## config.mk

```make
export PLATFORM = sky130hd
export DESIGN_NAME = normalizer
export DESIGN_NICKNAME = d
export VERILOG_FILES = /design/src/rtl/fp_pkg.sv /design/src/rtl/normalizer_lzc28.sv /design/src/rtl/normalizer.sv
export SDC_FILE = /design/constraint.sdc
export NUM_CORES = 1
export LEC_CHECK = 0
export ABC_AREA = 1
export CORE_UTILIZATION = 45
export CTS_BUF_LIST = sky130_fd_sc_hd__clkbuf_2 sky130_fd_sc_hd__clkbuf_4 sky130_fd_sc_hd__clkbuf_8
export DETAILED_ROUTE_END_ITERATION = 10
export PLACE_DENSITY_LB_ADDON = 0.3
export SETUP_SLACK_MARGIN = 0.02
export SKIP_CTS_REPAIR_TIMING = 1
export SLEW_MARGIN = 40
export SYNTH_ARGS = -nofsm -noshare
export SYNTH_HDL_FRONTEND = slang
export SYNTH_SLANG_ARGS = --single-unit
```

## constraint.sdc

```tcl
create_clock -name clk -period 8.1 [get_ports clk]
set_input_delay 1.62 -clock clk [delete_from_list [all_inputs] [get_ports clk]]
set_output_delay 1.62 -clock clk [all_outputs]
set_load 0.01 [all_outputs]
```

## src/rtl/fp_pkg.sv

```systemverilog
// Shared floating-point constants and the normalizer state encoding.
package fp_pkg;

  localparam int EXP_W      = 8;
  localparam int MANT_W     = 28;
  localparam int HIDDEN_BIT = 26;
  localparam int CARRY_BIT  = 27;
  localparam logic [EXP_W-1:0] EXP_MAX = 8'd255;

  typedef enum logic [1:0] {
    IDLE = 2'd0,
    NORM = 2'd1,
    DONE = 2'd2
  } norm_state_t;

endpackage

```

## src/rtl/normalizer_lzc28.sv

```systemverilog
// Combinational 28-bit leading-zero counter; an all-zero input yields 28.
module lzc28 (
  input  logic [27:0] i_val,
  output logic [4:0]  o_cnt
);

  logic w_found;

  always_comb begin
    o_cnt   = 5'd28;
    w_found = 1'b0;
    for (int i = 27; i >= 0; i--) begin
      if (!w_found && i_val[i]) begin
        o_cnt   = 5'(27 - i);
        w_found = 1'b1;
      end
    end
  end

endmodule

```

## src/rtl/normalizer.sv

```systemverilog
// Post-adder normalizer: iteratively shifts the sum mantissa until the leading
// one sits at the hidden-bit position, adjusting the exponent to match.
module normalizer
  import fp_pkg::*;
#(
  parameter int STEP   = 4,
  parameter int MANT_W = 28
) (
  input  logic              clk,
  input  logic              rst_n,
  input  logic              in_valid,
  output logic              in_ready,
  input  logic [7:0]        exp,
  input  logic [MANT_W-1:0] mantis,
  output logic              out_valid,
  input  logic              out_ready,
  output logic [7:0]        exp_out,
  output logic [MANT_W-1:0] mantis_out,
  output logic              overflow,
  output logic [1:0]        dbg_state
);

  // Handshake: a transfer happens on a rising edge where valid and ready are
  // both high; valid is held with stable data until that edge.

  localparam logic [7:0] STEP_E = 8'(STEP);

  norm_state_t       r_state;
  logic [7:0]        r_e;
  logic [MANT_W-1:0] r_m;
  logic              r_ovf;

  logic [4:0]        w_lzc;
  logic [7:0]        w_z;
  logic [7:0]        w_k;
  logic [7:0]        w_e_lim;
  logic [8:0]        w_inc;
  logic [MANT_W-1:0] w_shr;
  logic [MANT_W-1:0] w_shl;

  lzc28 u_lzc (
    .i_val (r_m),
    .o_cnt (w_lzc)
  );

  // Shift distance is bounded by the zeros above the hidden bit, the per-cycle
  // limit, and the exponent so it never drops below 1 during a shift.
  always_comb begin
    w_z     = {3'b000, w_lzc} - 8'd1;
    w_e_lim = r_e - 8'd1;
    w_k     = w_z;
    if (STEP_E < w_k)  w_k = STEP_E;
    if (w_e_lim < w_k) w_k = w_e_lim;
    w_shl   = r_m << w_k;
    w_shr   = {1'b0, r_m[MANT_W-1:2], r_m[1] | r_m[0]};
    w_inc   = {1'b0, r_e} + 9'd1;
  end

  always_ff @(posedge clk) begin
    if (!rst_n) begin
      r_state <= IDLE;
      r_e     <= '0;
      r_m     <= '0;
      r_ovf   <= 1'b0;
    end else begin
      case (r_state)
        IDLE: begin
          if (in_valid) begin
            r_e     <= exp;
            r_m     <= mantis;
            r_ovf   <= 1'b0;
            r_state <= NORM;
          end
        end
        NORM: begin
          if (r_m[CARRY_BIT]) begin
            if (w_inc >= {1'b0, EXP_MAX}) begin
              r_e   <= EXP_MAX;
              r_m   <= '0;
              r_ovf <= 1'b1;
            end else begin
              r_e <= w_inc[7:0];
              r_m <= w_shr;
            end
            r_state <= DONE;
          end else if (r_m == '0) begin
            r_e     <= '0;
            r_state <= DONE;
          end else if (r_m[HIDDEN_BIT]) begin
            r_state <= DONE;
          end else if (r_e <= 8'd1) begin
            r_e     <= '0;
            r_state <= DONE;
          end else begin
            r_m     <= w_shl;
            r_e     <= r_e - w_k;
            r_state <= NORM;
          end
        end
        DONE: begin
          if (out_ready) r_state <= IDLE;
        end
        default: r_state <= IDLE;
      endcase
    end
  end

  assign in_ready   = (r_state == IDLE);
  assign out_valid  = (r_state == DONE);
  assign exp_out    = r_e;
  assign mantis_out = r_m;
  assign overflow   = r_ovf;
  assign dbg_state  = r_state;

endmodule

```

==> summary.txt <==
Run status
  – Outcome: completed

Layout
  – Final Instance Area: 5852 um2
  – Final cell count without fillers: a little over 1000
  – Final nets: 962
  – Fillers: approximately 1100
  – Share of cells above drive strength 1: 5.759%
  – Number of diodes: 0
  – Syn-to-layout area delta: 19.40%

Global routing
  – Total gr overflow: 0
  – GRT Util Overall: 30.71%
  – First-pass GRT wire length: 27420 um
  – Number of global-route vias before repair: between 5000 and 6000
  – Initial antenna violation count: 0
  – Largest net degree at the start of global routing: 54

Logic synthesis
  – Flops & latches, synth: 39
  – Register area share after synthesis: 15.93%
  – Cells after synthesis: 852
  – Ys Warns: 0
  – Cell variety after synth: 50
  – Mapped Area: between 4000 and 5000 um2
  – Synth async-reset ratio: 0%
  – Post-synth EDFFs: 0
  – Avg Cell Area, Syn: roughly 5.8 um2
  – Main synth FF type: dfxtp_1

Min path
  – Hold crit path type: flip-flop to flip-flop
  – Beginning of the worst hold path: mantis_out[26]

Timing
  – Period utilisation layout: between 70% and 80%
  – TNS Setup: 0 ns
  – Final hold violation count: 0
  – Fmax: 163.3 MHz
  – Final Setup Violations: 0
  – Worst slew margin: approximately 47%
  – Final Max Slew Viols: 0
  – Slew at the pin closest to its max-slew limit: 0.7898 ns
  – RSZ-0062 raised after global routing: no
  – Post-Route Skew: 0.007121 ns
  – Hold slack final: 0.5565 ns
  – Minimum clock period: 6.124 ns

Setup path
  – CP startpoint: mantis_out[27]
  – Critical path peak fanout: 33
  – CP bufs+invs: 4
  – Kind of critical path: flip-flop to flip-flop
  – Max incr delay on CP: 0.45 ns
  – Worst Path Required: 8.32 ns
  – Critical Path Start Type: flip-flop
  – CP endpoint kind: flip-flop
  – Critical path's slowest cell: ha_1
  – Worst reg2reg startpoint: mantis_out[27]
  – Most common cell on crit path: nand2_1
  – WP data arrival: 6.35 ns
  – Top Family by Delay on Critical Path: simple AND/OR/NAND/NOR gates

Floorplanning
  – Io pins: 81
  – Core area: 10460 um2
  – Initial Util: 46.84%
  – Die ar.: 11310 um2
  – Die H: 106.4 um
  – Number of cell rows: 37
  – Die width: 106.4 um

Routing
  – Drt pass-1 iters: 6
  – WL/cell: 16.43 um
  – Total number of vias: approximately 6000
  – Via-to-Cell Ratio: 5.791
  – Drt first-iter violations: around 740
  – Routed WL: 17080 um
  – DRC violations left: 0
  – Number of routed nets with antenna violations: 0

Place
  – Placed standard-cell area: 5715 um2
  – I/O Buffers: 80
  – Cell count after placement: 1031
  – Dpl hpwl: 12990 um
  – GPL Wtd Cong: 0.9930

Run
  – Max cap viols: 0

Clock network
  – Clock transition at path regs: roughly 0.080 ns
  – CTS Buffer Depth: 2
  – CTS buffer count: 5
  – Clk sinks: 39
  – CTS tree: built
  – H-Tree Depth: 2
  – Clk root buf: clkbuf_8
  – Clock Latency Late Sink: 0.31 ns
## tightest hold or removal path, delay by kind of cell, from the launching register on
family	cells	cell delay (ns)
AOI/OAI and AO/OA	1	0.06
DFF	1	0.37
and+or+nand+nor	1	0.09
## flip-flops by register name, summed over array words and instances, names as in the netlist
register / count
overflow: 1
dbg_state: 2
mantis_out: 28
exp_out: 8
## synth_stat cells (2+ instances only)
master     count  area (um2)
dfxtp_1       39       780.8
or2_1          4       25.02
a21oi_1       62       310.3
nand3b_1       3       22.52
xor2_1        11       96.34
nand3_1       88       440.4
o21ai_2        2       17.52
nand2_4        3       33.78
xnor2_1        3       26.28
ha_1          19       237.7
nand3_2        6       60.06
nand2_1      240       900.9
nor2_2         8       50.05
a31oi_1        3       18.77
nor2_4         3       33.78
a221oi_1      10       87.58
o2111ai_1      3       26.28
nand2_2        4       25.02
o21ai_1       29       145.1
nor3b_1        2       15.01
a221o_1        3       30.03
inv_1         73       274.0
inv_2          6       22.52
a31o_1         5       43.79
buf_4          4       30.03
nand4_1       12       75.07
o21ai_0       37       185.2
o211ai_1      24       180.2
o221ai_1       8       70.07
nor3_1         9       45.04
a211oi_1       2       15.01
nor2_1        73       274.0
clkbuf_1      23       86.33
buf_6          2       22.52
buf_2         14       70.07
## cells in the final DEF, fill, tap and decap left out, types with 5 or more instances in the layout
cell type	synthesis	final
ha_1	19	19
clkdlybuf4s50_1	0	80
nor3_1	9	9
o21ai_0	37	37
nand4_1	12	12
o21ai_1	29	27
a31o_1	5	5
inv_1	73	72
o221ai_1	8	8
dfxtp_1	39	39
inv_2	6	7
nand3_1	88	88
clkbuf_8	0	5
a221oi_1	10	10
xor2_1	11	11
o211ai_1	24	24
nand2_1	240	240
nor2_1	73	72
a21oi_1	62	62
nor2_2	8	8
nand3_2	6	6
## cell type report
type	instances	area (um2)	share of cell area, %
Clock buffer	5	68.82	1.176
Clock inverter	3	67.56	1.155
Inverter	80	300.3	5.131
Multi-Input combinational cell	692	3633	62.09
Sequential cell	39	780.7	13.34
Tap cell	136	170.2	2.908
Timing Repair Buffer	84	830.8	14.20
## cell families after synthesis
group                      synth area share, %
adders and majority gates                5.259
buffers and inverters                    10.47
xor gates and xnor gates                 2.502
other                                  0.07652
and+or+nand+nor                          41.61
AOI/OAI and AO/OA                        24.15
DFF                                      15.93
## stage by stage
stage                     setup WS, ns  utilization, %
after global placement           2.090           54.59
after floorplan                  2.785               -
after detailed placement         1.911           54.63
after global routing             1.361           55.93
final                            1.976           55.93
after CTS                        1.824           55.93
## per-layer routing
layer  vias to the layer above  track usage, %  share of wire, %
li1                       2985               -                 -
met5                         -               0                 0
met4                         0           7.837               1.5
met3                        20           3.863               9.9
met2                       300           44.76                42
met1                      2712           46.72                46
## worst paths after layout
kind / end / slack, ns / cells past startpoint
worst max-delay path: exp_out[7] / 1.98 / 38
worst min-delay path: mantis_out[26] / 0.56 / 2
worst max register to register: exp_out[7] / 1.98 / 38
worst min register to register: mantis_out[26] / 0.56 / 2
Power is left out: the tool's default activity adds up to more than one toggle a clock period on the data nets, which glitch-free logic cannot reach.
